### config.mk
export PLATFORM = sky130hd
export DESIGN_NAME = res_monitor_uart
export DESIGN_NICKNAME = d
export VERILOG_FILES = /design/src/rtl/res_monitor_uart.sv
export SDC_FILE = /design/constraint.sdc
export NUM_CORES = 1
export LEC_CHECK = 0
export ABC_AREA = 1
export CAP_MARGIN = 0
export CORE_ASPECT_RATIO = 2
export CORE_MARGIN = 5
export CORE_UTILIZATION = 45
export CTS_CLUSTER_SIZE = 20
export DETAILED_ROUTE_END_ITERATION = 6
export GPL_ROUTABILITY_DRIVEN = 0
export PLACE_DENSITY_LB_ADDON = 0.08
export SLEW_MARGIN = 10
export SYNTH_ARGS = -nofsm -noshare
export SYNTH_HDL_FRONTEND = slang
export SYNTH_SLANG_ARGS = --single-unit
### constraint.sdc
create_clock -name clock -period 2.1 [get_ports clock]
set_input_delay 0.315 -clock clock [delete_from_list [all_inputs] [get_ports clock]]
set_output_delay 0.315 -clock clock [all_outputs]
set_load 0.1 [all_outputs]
### src/rtl/res_monitor_uart.sv
// Sweeps resad over RES_FIRST..RES_LAST and streams "AA:DD " records plus CR LF as 8N1 UART text.
// Latency: start bit 2 cycles after the accepting edge; start is ignored while busy.
module res_monitor_uart #(
    parameter int unsigned CLKS_PER_BIT = 434,
    parameter logic [7:0]  RES_FIRST    = 8'h00,
    parameter logic [7:0]  RES_LAST     = 8'h0F
) (
    input  logic       clock,
    input  logic       reset,
    input  logic       start,
    output logic [7:0] resad,
    input  logic [7:0] resdt,
    output logic       txd,
    output logic       busy,
    output logic       done
);

    localparam int unsigned   CW       = $clog2(CLKS_PER_BIT);
    localparam logic [CW-1:0] BIT_LAST = CW'(CLKS_PER_BIT - 1);

    localparam logic [2:0] S_IDLE   = 3'd0;
    localparam logic [2:0] S_SETADR = 3'd1;
    localparam logic [2:0] S_SAMPLE = 3'd2;
    localparam logic [2:0] S_SEND   = 3'd3;
    localparam logic [2:0] S_NEXT   = 3'd4;

    logic [2:0]    state_q, state_d;
    logic [7:0]    resad_q, resad_d;
    logic [7:0]    data_q, data_d;
    logic [2:0]    char_q, char_d;
    logic [3:0]    bit_q, bit_d;
    logic [CW-1:0] clk_q, clk_d;
    logic [8:0]    shift_q, shift_d;
    logic          txd_q, txd_d;
    logic          busy_q, busy_d;
    logic          done_q, done_d;
    logic          load_en;
    logic [2:0]    load_idx;

    function automatic logic [7:0] hex_ascii(input logic [3:0] n);
        return (n < 4'd10) ? (8'h30 + {4'h0, n}) : (8'h37 + {4'h0, n});
    endfunction

    // Character indices 0..5 form a record; 6 and 7 are the CR LF line end.
    function automatic logic [7:0] char_sel(input logic [2:0] idx, input logic [7:0] a,
                                            input logic [7:0] d);
        case (idx)
            3'd0:    return hex_ascii(a[7:4]);
            3'd1:    return hex_ascii(a[3:0]);
            3'd2:    return 8'h3A;
            3'd3:    return hex_ascii(d[7:4]);
            3'd4:    return hex_ascii(d[3:0]);
            3'd5:    return 8'h20;
            3'd6:    return 8'h0D;
            default: return 8'h0A;
        endcase
    endfunction

    always_comb begin
        state_d  = state_q;
        resad_d  = resad_q;
        data_d   = data_q;
        char_d   = char_q;
        bit_d    = bit_q;
        clk_d    = clk_q;
        shift_d  = shift_q;
        txd_d    = txd_q;
        busy_d   = busy_q;
        done_d   = 1'b0;
        load_en  = 1'b0;
        load_idx = char_q;

        case (state_q)
            S_IDLE: begin
                if (start) begin
                    busy_d  = 1'b1;
                    resad_d = RES_FIRST;
                    state_d = S_SAMPLE;
                end
            end
            S_SAMPLE, S_SETADR: begin
                data_d  = resdt;
                char_d  = 3'd0;
                state_d = S_NEXT;
            end
            S_NEXT: begin
                load_en = 1'b1;
                state_d = S_SEND;
            end
            S_SEND: begin
                if (clk_q != '0) begin
                    clk_d = clk_q - 1'b1;
                end else if (bit_q != 4'd9) begin
                    txd_d   = shift_q[0];
                    shift_d = {1'b1, shift_q[8:1]};
                    bit_d   = bit_q + 4'd1;
                    clk_d   = BIT_LAST;
                end else begin
                    // Stop bit just ended: chain the next character or leave SEND.
                    case (char_q)
                        3'd5: begin
                            if (resad_q != RES_LAST) begin
                                resad_d = resad_q + 8'd1;
                                state_d = S_SETADR;
                            end else begin
                                load_en  = 1'b1;
                                load_idx = 3'd6;
                                char_d   = 3'd6;
                            end
                        end
                        3'd7: begin
                            done_d  = 1'b1;
                            busy_d  = 1'b0;
                            resad_d = RES_FIRST;
                            state_d = S_IDLE;
                        end
                        default: begin
                            load_en  = 1'b1;
                            load_idx = char_q + 3'd1;
                            char_d   = char_q + 3'd1;
                        end
                    endcase
                end
            end
            default: state_d = S_IDLE;
        endcase

        if (load_en) begin
            shift_d = {1'b1, char_sel(load_idx, resad_q, data_q)};
            txd_d   = 1'b0;
            bit_d   = 4'd0;
            clk_d   = BIT_LAST;
        end
    end

    always_ff @(posedge clock) begin
        if (reset) begin
            state_q <= S_IDLE;
            resad_q <= RES_FIRST;
            data_q  <= 8'h00;
            char_q  <= 3'd0;
            bit_q   <= 4'd0;
            clk_q   <= '0;
            shift_q <= 9'h000;
            txd_q   <= 1'b1;
            busy_q  <= 1'b0;
            done_q  <= 1'b0;
        end else begin
            state_q <= state_d;
            resad_q <= resad_d;
            data_q  <= data_d;
            char_q  <= char_d;
            bit_q   <= bit_d;
            clk_q   <= clk_d;
            shift_q <= shift_d;
            txd_q   <= txd_d;
            busy_q  <= busy_d;
            done_q  <= done_d;
        end
    end

    assign resad = resad_q;
    assign txd   = txd_q;
    assign busy  = busy_q;
    assign done  = done_q;

endmodule

==> summary.md, run 1 <==
| Metric | Value |
|---|---|
| GRT met2 Usage | `37.8%` |
| Cells taking the most area after synthesis | `dfxtp_1 32%, nand2_1 10%, inv_1 8.8%` |
| GR peak layer | `met2` |
| Critical path type | `flop to flop` |
| Yosys cell types | `39` |
| Detailed-route via count | `3,042` |
| Hold WS | `0.465 ns` |
| GRT Util Overall | `19.2%` |
| Leading area contributor after synthesis | `dfxtp_1` |
| Yosys Warn Count | `0` |
| Final Hold Fails | `0` |
| Max FO, Critical Path | `8` |
| Initial antenna violation count | `0` |
| Sequential area share after synthesis | `between 30% and 40%` |
| Peak supply drop | `between 0.5 and 0.6 mV` |
| Initial DRT Pass Iterations | `5` |
| Yosys reg bits | `47` |
| Min cycle time layout | `2.09 ns` |
| WP data required | `2.33 ns` |
| CP arrival | `around 2.3 ns` |
| Core area | `between 6000 and 7000 µm²` |
| Area grow syn2layout | `33.8%` |
| Clock sinks | `47` |
| # IOs | `22` |
| Rows | `41` |
| Chip Height | `125 µm` |
| CP endpoint kind | `flop` |
| CTS tree | `built` |
| Syn nets | `460` |
| Detail Placement HPWL | `6050 µm` |
| Die X | `67.3 µm` |
| Wire per inst | `13.3 µm` |
| Mapped cell area | `2950 µm²` |
| Final setup viols | `0` |
| Total CTS buffers | `5` |
| Final slew viol count | `0` |
| Ant. Diodes | `0` |
| Status | `completed` |
| Worst-Margin Slew | `0.445 ns` |
| Residual DRC | `0` |
| CP Launch Type | `flop` |
| Top cell type's share of synthesized area | `31.9%` |
| Peak Freq | `479 MHz` |
| Share of cells above drive strength 1 | `approximately a quarter` |
| RSZ-0062 raised after global routing | `yes` |
| CTS clk-pin slew, worst paths | `0.07 ns` |
| Worst-skew pair later-pin latency | `0.29 ns` |
| Root Buffer | `clkbuf_16` |
| Pwr Total | `2.49 mW` |
| Leak | `1.73 nW` |
| Top_reg_cell synth | `dfxtp_1` |
| Post-CTS Hold Buffers | `0` |
| Final core occ | `62.0%` |
| Skew final | `0.00459 ns` |
| Post-synth EDFFs | `0` |
| Met3 usage | `2.80%` |
| Max cap viols | `0` |
| Top cells by count, synth | `80 x nand2_1, 69 x inv_1, 47 x dfxtp_1` |
| First-pass GRT wire length | `12,500 µm` |
| DRT iter0 DRCs | `72` |
| Synth async-reset ratio | `0%` |
| H-tree levels | `2` |
| Post-Route WL | `7830 µm` |
| CP cell instances | `inv_2, ha_4, inv_2, nor2_1, nand2_1, nor2_4, nand2_4, nand2_4, nand2_4, nand2_4, nand2_8, buf_12, nor2_8, nand2_1, nor2_1, nor2_1, nand2_1, nand2_1, a21oi_2` |
| Vias per Instance | `between 5 and 6` |
| Cell with the largest stage delay on the worst path | `dfxtp_2` |
| Clk buf depth | `2` |
| Detail Route Antenna Nets | `0` |
| Nets | `526` |
| Largest net degree at the start of global routing | `18` |
| Rel. slew slack | `a little over two thirds` |
| Cells after synthesis | `436` |
| P per Cell Area | `between 600 and 700 nW/µm²` |
| CP peak stage delay | `0.32 ns` |
| Top-count cell post-synth | `nand2_1` |
| Vias in the first global route | `2,918` |
| Worst min path class | `flop to flop` |
| Syn Area/Cell | `6.77 µm²` |
| Die area | `8370 µm²` |
| GRT overflow | `0` |
| Fin crit share | `around 99%` |
| Met1 Track Usage GR | `17.1%` |
| Port bufs | `21` |
| Initial core utilization | `between 40 and 50%` |
-- repair_timing --
item | CTS | global route
pin swaps | 0 | 25
buffers inserted | 0 | 11
endpoints found under the setup margin | 6 | 10
gates resized for setup | 3 | 44
cloned | 0 | 2
-- metrics by stage --
| step | area [µm²] | setup TNS, ns | cells | setup slack [ns] |
|---|---|---|---|---|
| after detailed placement | 3480 | -0.118 | 568 | -0.0466 |
| after global placement | 3480 | -0.0537 | 568 | -0.0346 |
| after floorplan | 2970 | 0 | 436 | 0.0534 |
| after CTS | 3680 | 0 | 576 | 0.0233 |
| final | 3950 | 0 | 589 | 0.0116 |
| after global routing | 3950 | -0.820 | 589 | -0.145 |
-- worst max-delay path: cells and delay by family (launching register included) --
kind	cells	cell delay (ns)
buffers and inverters	3	0.25
DFF	1	0.32
AOI/OAI and AO/OA	1	0.12
adders and majority gates	1	0.14
and+or+nand+nor	14	1.20
-- layer usage --
| layer | vias to the layer above | part of all wire (%) |
|---|---|---|
| met5 | - | 0 |
| met4 | 0 | 5.6 |
| met3 | 34 | 2.7 |
| met2 | 68 | 57 |
| met1 | 1387 | 35 |
| li1 | 1553 | - |
-- sequential cells by signal, indices dropped and copies added, names as in the netlist --
register  count
char_q        3
resad         8
txd           1
clk_q         9
done          1
bit_q         4
busy          1
state_q       3
data_q        8
shift_q       9
-- final cells by class --
cell class                      instances  area, µm²
Clock buffer                            6        150
Sequential cell                        47        965
Fill cell                             621       2410
Clock inverter                          2       36.3
Inverter                               72        272
Multi-Input combinational cell        313       1890
Timing Repair Buffer                   63        523
Tap cell                               86        108
-- cell usage in the layout, fill, tap and decap left out, drive strengths merged, types with 2 or more instances in the layout --
cell and instances:
ha 13, o21ai 40, nor3 9, clkdlybuf4s50 10, nand3 35, nor2 52
nand2 90, o22ai 2, clkbuf 6, nand4 6, inv 72, a221oi 2
a211oi 2, a31oi 3, buf 53, dfxtp 47, xnor2 2, a21oi 37
xor2 11
-- report_power, final --
group	leakage (nW)	switching [mW]	internal (mW)
Combinational	1.25	0.325	0.207
Clock	0.0925	0.344	0.634
Sequential	0.389	0.0367	0.948
Total	1.73	0.705	1.79
-- cells by family after synthesis --
| kind of cell | synth area share, % |
|---|---|
| compound gates | 17.0 |
| xor+xnor | 3.86 |
| fa+ha+maj | 5.51 |
| buf+inv | 10.1 |
| flops | 31.9 |
| simple gates | 31.7 |
-- final timing paths --
path                     end       start  cells past startpoint  slack [ns]
setup / recovery  shift_q[4]    clk_q[1]                     19        0.01
hold / removal    shift_q[3]  shift_q[3]                      2        0.46
setup reg to reg  shift_q[4]    clk_q[1]                     19        0.01
hold reg to reg   shift_q[3]  shift_q[3]                      2        0.46
(Power assumes the default switching activity.)
==> run 2, diff against run 1 <==
--- a/config.mk
+++ b/config.mk
@@ -5,7 +5,6 @@
 export SDC_FILE = /design/constraint.sdc
 export NUM_CORES = 1
 export LEC_CHECK = 0
-export ABC_AREA = 1
 export CAP_MARGIN = 0
 export CORE_ASPECT_RATIO = 2
 export CORE_MARGIN = 5
==> run 2 against run 1 <==
Compared with the run above: the flow now finishes with violations (setup timing); cell area is 11% higher; global-route usage is 4.8 points higher; hold slack worse by 0.011 ns; clock power is 20% lower; clock skew is 0.0033 ns higher; first-iteration DRC count is 110% higher; via count is 7.3% higher; final cell count is 4.8% lower; count of clock-buffer cells in the layout is 1 higher; total power is 5.9% lower; wire length is 22% higher.
==> summary.md, run 2 <==
| Metric | Value |
|---|---|
| Status | `finished with violations` |
| Violated checks | `setup timing` |
| Detailed-route via count | `3,264` |
| Top_reg_cell synth | `dfxtp_1` |
| Top-count cell post-synth | `dfxtp_1` |
| DRT iter0 DRCs | `152` |
| Final slew viol count | `0` |
| Worst-Margin Slew | `roughly 0.52 ns` |
| Int Pwr | `about 1.7 mW` |
| Skew final | `roughly 0.0079 ns` |
| Initial antenna violation count | `0` |
| Combinational power share | `24.8%` |
| # IOs | `22` |
| Sw frac | `29.5%` |
| P per Cell Area | `534 nW/µm²` |
| WP data required | `2.28 ns` |
| Yosys Warn Count | `0` |
| First-pass GRT wire length | `15,600 µm` |
| FILL cells | `580` |
| RSZ-0062 raised after global routing | `yes` |
| Sequential area share after synthesis | `a little under a third` |
| Syn nets | `393` |
| Rows | `between 40 and 50` |
| Biggest regs | `clk_q x9, shift_q x9` |
| Min cycle time layout | `between 2 and 2.5 ns` |
| Mapped cell area | `3030 µm²` |
| Top cell type's share of synthesized area | `31.1%` |
| Detail Route Antenna Nets | `0` |
| CTS tree | `built` |
| Syn Area/Cell | `8.21 µm²` |
| Max FO, Critical Path | `3` |
| Vias per Instance | `5.82` |
| Worst min path class | `flop to flop` |
| Clock Power Share | `33.4%` |
| Port bufs | `21` |
| DP Area | `approximately 4000 µm²` |
| Wire per inst | `between 15 and 20 µm` |
| CP bufs+invs | `2` |
| Cells after synthesis | `369` |
| Yosys reg bits | `47` |
| Total CTS buffers | `5` |
| Largest net degree at the start of global routing | `15` |
| Commonest non-fill, non-tap cell in the layout | `buf_4` |
| Post-route setup slack | `-0.300 ns` |
| Root Buffer | `clkbuf_16` |
| Leak | `1.73 nW` |
| P_sw | `0.692 mW` |
| Commonest non-fill, non-tap cells in the layout | `91 x buf_4, 42 x nor2_1, 35 x nand2_1, 34 x dfxtp_1, 25 x a21oi_1` |
| Hold WS | `0.454 ns` |
| Synth async-reset ratio | `0%` |
| Ant. Diodes | `0` |
| Final setup viols | `9` |
| CTS clk-pin slew, worst paths | `0.06 ns` |
| CP peak stage delay | `0.49 ns` |
| Max cap viols | `0` |
| CP arrival | `2.58 ns` |
| Rel. slew slack | `between 60 and 70%` |
| Clock sinks | `47` |
| CP cell instances | `inv_2, ha_4, or4b_4, buf_6, nor4_4, mux2i_4, nor2b_1, and3_1, o41a_1` |
| Final Hold Fails | `0` |
| Cell with the largest stage delay on the worst path | `or4b_4` |
| GRT Util Overall | `24.0%` |
| Fin area | `approximately 4400 µm²` |
| Peak supply drop | `approximately 0.43 mV` |
| Initial DRT Pass Iterations | `4` |
| Cells taking the most area after synthesis | `dfxtp_1 31%, ha_1 5.4%, nor2_1 5.2%` |
| Post-Route WL | `between 9000 and 10,000 µm` |
| Peak Freq | `417 MHz` |
| Initial core utilization | `46.1%` |
| Chip Height | `126 µm` |
| H-tree levels | `2` |
| CP endpoint kind | `flop` |
| GRT overflow | `0` |
| Nets | `between 400 and 500` |
| Leading area contributor after synthesis | `dfxtp_1` |
| Share of cells above drive strength 1 | `a little under two fifths` |
| Vias in the first global route | `3,351` |
| Sequential power share | `41.8%` |
| Worst-skew pair later-pin latency | `about 0.30 ns` |
| Die area | `8570 µm²` |
| Post-synth EDFFs | `0` |
| Clk buf depth | `2` |
| Detail Placement HPWL | `7060 µm` |
| CP top delay family | `simple AND/OR/NAND/NOR gates` |
| Setup slack at placement | `-0.319 ns` |
| Area grow syn2layout | `45.1%` |
| Die X | `about 68 µm` |
| Yosys cell types | `70` |
| Top cells by count, synth | `47 x dfxtp_1, 42 x nor2_1, 36 x nand2_1` |
| CP Launch Type | `flop` |
| Core area | `6570 µm²` |
| Fin crit share | `114%` |
| Residual DRC | `0` |
| Critical path type | `flop to flop` |
run 2: cell type report:
type                            instances  area [µm²]  share of cell area [%]
Multi-Input combinational cell        292        2210                    50.3
Sequential cell                        47         970                    22.1
Timing Repair Buffer                  110         902                    20.5
Clock buffer                            7         133                    3.02
Tap cell                               88         110                    2.50
Inverter                               16        65.1                    1.48
Clock inverter                          1        5.00                   0.114
run 2: timing repair:
item,4_1_cts,5_1_grt
resized for setup,26,28
pin swaps,9,10
hold buffers,0,0
endpoints found under the setup margin,26,30
cloned,0,1
setup buffers,8,5
run 2: layer usage:
| layer | track usage (%) | up-vias | share of wire, % |
|---|---|---|---|
| met5 | 0 | - | 0 |
| met4 | 20.0 | 0 | 7.8 |
| met3 | 4.63 | 50 | 3.3 |
| met2 | 41.5 | 89 | 56 |
| met1 | 22.9 | 1560 | 33 |
| li1 | - | 1565 | - |
run 2: logic make-up after synthesis:
| kind of cell | Yosys count | synth area share (%) |
|---|---|---|
| multiplexers | 12 | 4.13 |
| AO/OA/AOI/OAI | 115 | 26.4 |
| AND/OR/NAND/NOR | 140 | 23.9 |
| flip-flops | 47 | 31.1 |
| adder cells (fa/ha/maj) | 13 | 5.37 |
| buffers and inverters | 31 | 5.99 |
| XOR/XNOR | 11 | 3.18 |
run 2: final timing paths:
| kind | from | end | slack (ns) | cells past startpoint |
|---|---|---|---|---|
| worst min-delay path | shift_q[8] | shift_q[7] | 0.45 | 2 |
| worst max register to register | clk_q[1] | shift_q[3] | -0.30 | 9 |
| worst min register to register | shift_q[8] | shift_q[7] | 0.45 | 2 |
| worst max-delay path | clk_q[1] | shift_q[3] | -0.30 | 9 |
run 2: worst min-delay path: cells and delay by family (launching register included):
family | cells | cell delay [ns]
flip-flops | 1 | 0.31
AND/OR/NAND/NOR | 1 | 0.05
AO/OA/AOI/OAI | 1 | 0.05
run 2: power by group through the flow:
stage | Combinational [mW] | Sequential [mW] | Clock, mW
2_1_floorplan | 0.288 | 1.02 | 0
3_3_place_gp | 0.510 | 0.995 | 0
3_5_place_dp | 0.515 | 0.996 | 0
4_1_cts | 0.548 | 0.978 | 0.803
5_1_grt | 0.642 | 0.988 | 0.838
6_report | 0.583 | 0.981 | 0.784
run 2: through the flow:
step	total power, mW	setup TNS [ns]	utilization (%)	instances
after global placement	1.51	-2.05	59.2	539
after floorplan	1.31	-1.38	-	369
final	2.35	-1.68	66.9	561
after detailed placement	1.51	-2.28	59.2	539
after CTS	2.33	-1.43	64.2	555
after global routing	2.47	-2.74	66.9	561
==> run 3, diff against run 2 <==
--- a/config.mk
+++ b/config.mk
@@ -13,6 +13,7 @@
 export DETAILED_ROUTE_END_ITERATION = 6
 export GPL_ROUTABILITY_DRIVEN = 0
 export PLACE_DENSITY_LB_ADDON = 0.08
+export SKIP_CTS_REPAIR_TIMING = 1
 export SLEW_MARGIN = 10
 export SYNTH_ARGS = -nofsm -noshare
 export SYNTH_HDL_FRONTEND = slang
==> run 3 against run 2 <==
Compared with the run above: combinational power down 6.3%; die area stayed put; critical path depth down 2; cell area fell by 2.5%; via count down 2.7%; the run still ends with setup timing left; non-clock buffer count is 8 lower; largest power group unchanged; count of clock-buffer cells in the layout stayed put; setup slack better by 0.068 ns; sequential power is essentially flat; total power fell by 1.8%; core utilization decreased by 1.7 points; highest routed layer unchanged; register-to-register slack improved by 0.07 ns.
==> summary.md, run 3 (synthesis results as in run 2) <==
| Metric | Value |
|---|---|
| CTS tree | `built` |
| CP Launch Type | `flop` |
| Critical path type | `flop to flop` |
| Violated checks | `setup timing` |
| GRT met2 Usage | `41.4%` |
| Ant. Diodes | `0` |
| CP endpoint kind | `flop` |
| Port bufs | `21` |
| Wire per inst | `between 15 and 20 µm` |
| Nets | `487` |
| Final slew viol count | `0` |
| CP startpoint | `clk_q[6]` |
| Post-Route WL | `9230 µm` |
| Min cycle time layout | `2.33 ns` |
| Root Buffer | `clkbuf_16` |
| Residual DRC | `0` |
| Max cap viols | `0` |
| FF/Latch Area | `967 µm²` |
| Post-route setup slack | `-0.231 ns` |
| Detailed-route via count | `3,175` |
| Met3 usage | `~4.2%` |
| CP arrival | `2.50 ns` |
| First-pass GRT wire length | `15,000 µm` |
| Initial core utilization | `46.1%` |
| Commonest non-fill, non-tap cell in the layout | `buf_4` |
| Area grow syn2layout | `41.4%` |
| P per Cell Area | `538 nW/µm²` |
| Fin area | `~4300 µm²` |
| RR Startpoint | `clk_q[6]` |
| Rows | `42` |
| GRT overflow | `0` |
| Die X | `68.0 µm` |
| Worst min path class | `flop to flop` |
| Total CTS buffers | `5` |
| CTS clk-pin slew, worst paths | `0.07 ns` |
| Leak | `about 1.7 nW` |
| Rel. slew slack | `62.1%` |
| Clock sinks | `47` |
| Peak supply drop | `0.434 mV` |
| Peak Freq | `429 MHz` |
| Skew final | `0.00867 ns` |
| GR peak layer | `met2` |
| Detail Placement HPWL | `7060 µm` |
| Core area | `6570 µm²` |
| H-tree levels | `2` |
| Met1 Track Usage GR | `22.9%` |
| Commonest non-fill, non-tap cells in the layout | `85 x buf_4, 41 x nor2_1, 36 x dfxtp_1, 33 x nand2_1, 23 x a21oi_1` |
| Vias in the first global route | `around 3,200` |
| Vias per Instance | `5.75` |
| # IOs | `22` |
| Chip Height | `126 µm` |
| Final setup viols | `7` |
| Max FO, Critical Path | `5` |
| Initial antenna violation count | `0` |
| Share of cells above drive strength 1 | `37.5%` |
| Die area | `around 8600 µm²` |
| Worst-skew pair later-pin latency | `just under 0.3 ns` |
| Multi-input logic area | `2170 µm²` |
| Biggest regs | `clk_q x9, shift_q x9` |
| FILL cells | `589` |
| Hold WS | `0.453 ns` |
| WP data required | `2.27 ns` |
| DP Area | `3890 µm²` |
| RSZ-0062 raised after global routing | `yes` |
| Initial DRT Pass Iterations | `4` |
| Hold path startpoint | `shift_q[8]` |
| DRT iter0 DRCs | `151` |
| Clk buf depth | `2` |
| Fin crit share | `111%` |
| Detail Route Antenna Nets | `0` |
| Largest net degree at the start of global routing | `15` |
| GRT Util Overall | `23.0%` |
| Final Hold Fails | `0` |
| Worst-Margin Slew | `0.563 ns` |
| Status | `finished with violations` |
run 3: final timing paths:
kind / to / slack, ns / cells after the start
hold / removal: shift_q[7] / 0.45 / 2
setup / recovery: shift_q[1] / -0.23 / 7
setup reg to reg: shift_q[1] / -0.23 / 7
hold reg to reg: shift_q[7] / 0.45 / 2
run 3: layer usage:
| layer | vias up | share of wire [%] | wire [µm] |
|---|---|---|---|
| li1 | 1542 | - | - |
| met5 | - | 0 | 0 |
| met4 | 0 | 5.7 | 529 |
| met3 | 34 | 2.8 | 259 |
| met1 | 1528 | 35 | 3240 |
| met2 | 71 | 56 | 5200 |
run 3: cell type report:
cell class / instances / share of cell area [%]
repair buffers: 102 / 19.5
inverters: 16 / 1.52
multi-input cells: 291 / 50.6
clock inverters: 1 / 0.117
flip-flops and latches: 47 / 22.6
well taps: 88 / 2.57
clock buffers: 7 / 3.10
run 3: where the power goes:
group	switching, mW	total [mW]	internal (mW)
Clock	0.338	0.779	0.441
Combinational	0.292	0.546	0.254
Sequential	0.0424	0.980	0.937
run 3: critical path, stage by stage, from the launching register on:
cell	delay, ns
dfxtp_2	0.33
or4_4	0.59
nor4_4	0.29
buf_6	0.18
a21oi_4	0.07
mux2_4	0.31
a2111oi_4	0.38
a2111oi_2	0.06
run 3: stage by stage:
stage	setup TNS (ns)	setup slack [ns]	instances	util, %	power (mW)
floorplan	-1.38	-0.279	369	-	1.31
global placement	-2.05	-0.287	539	59.2	1.51
detailed placement	-2.28	-0.319	539	59.2	1.51
CTS	-2.78	-0.334	547	61.3	2.30
global route	-1.72	-0.303	552	65.2	2.43
finish	-1.17	-0.231	552	65.2	2.31
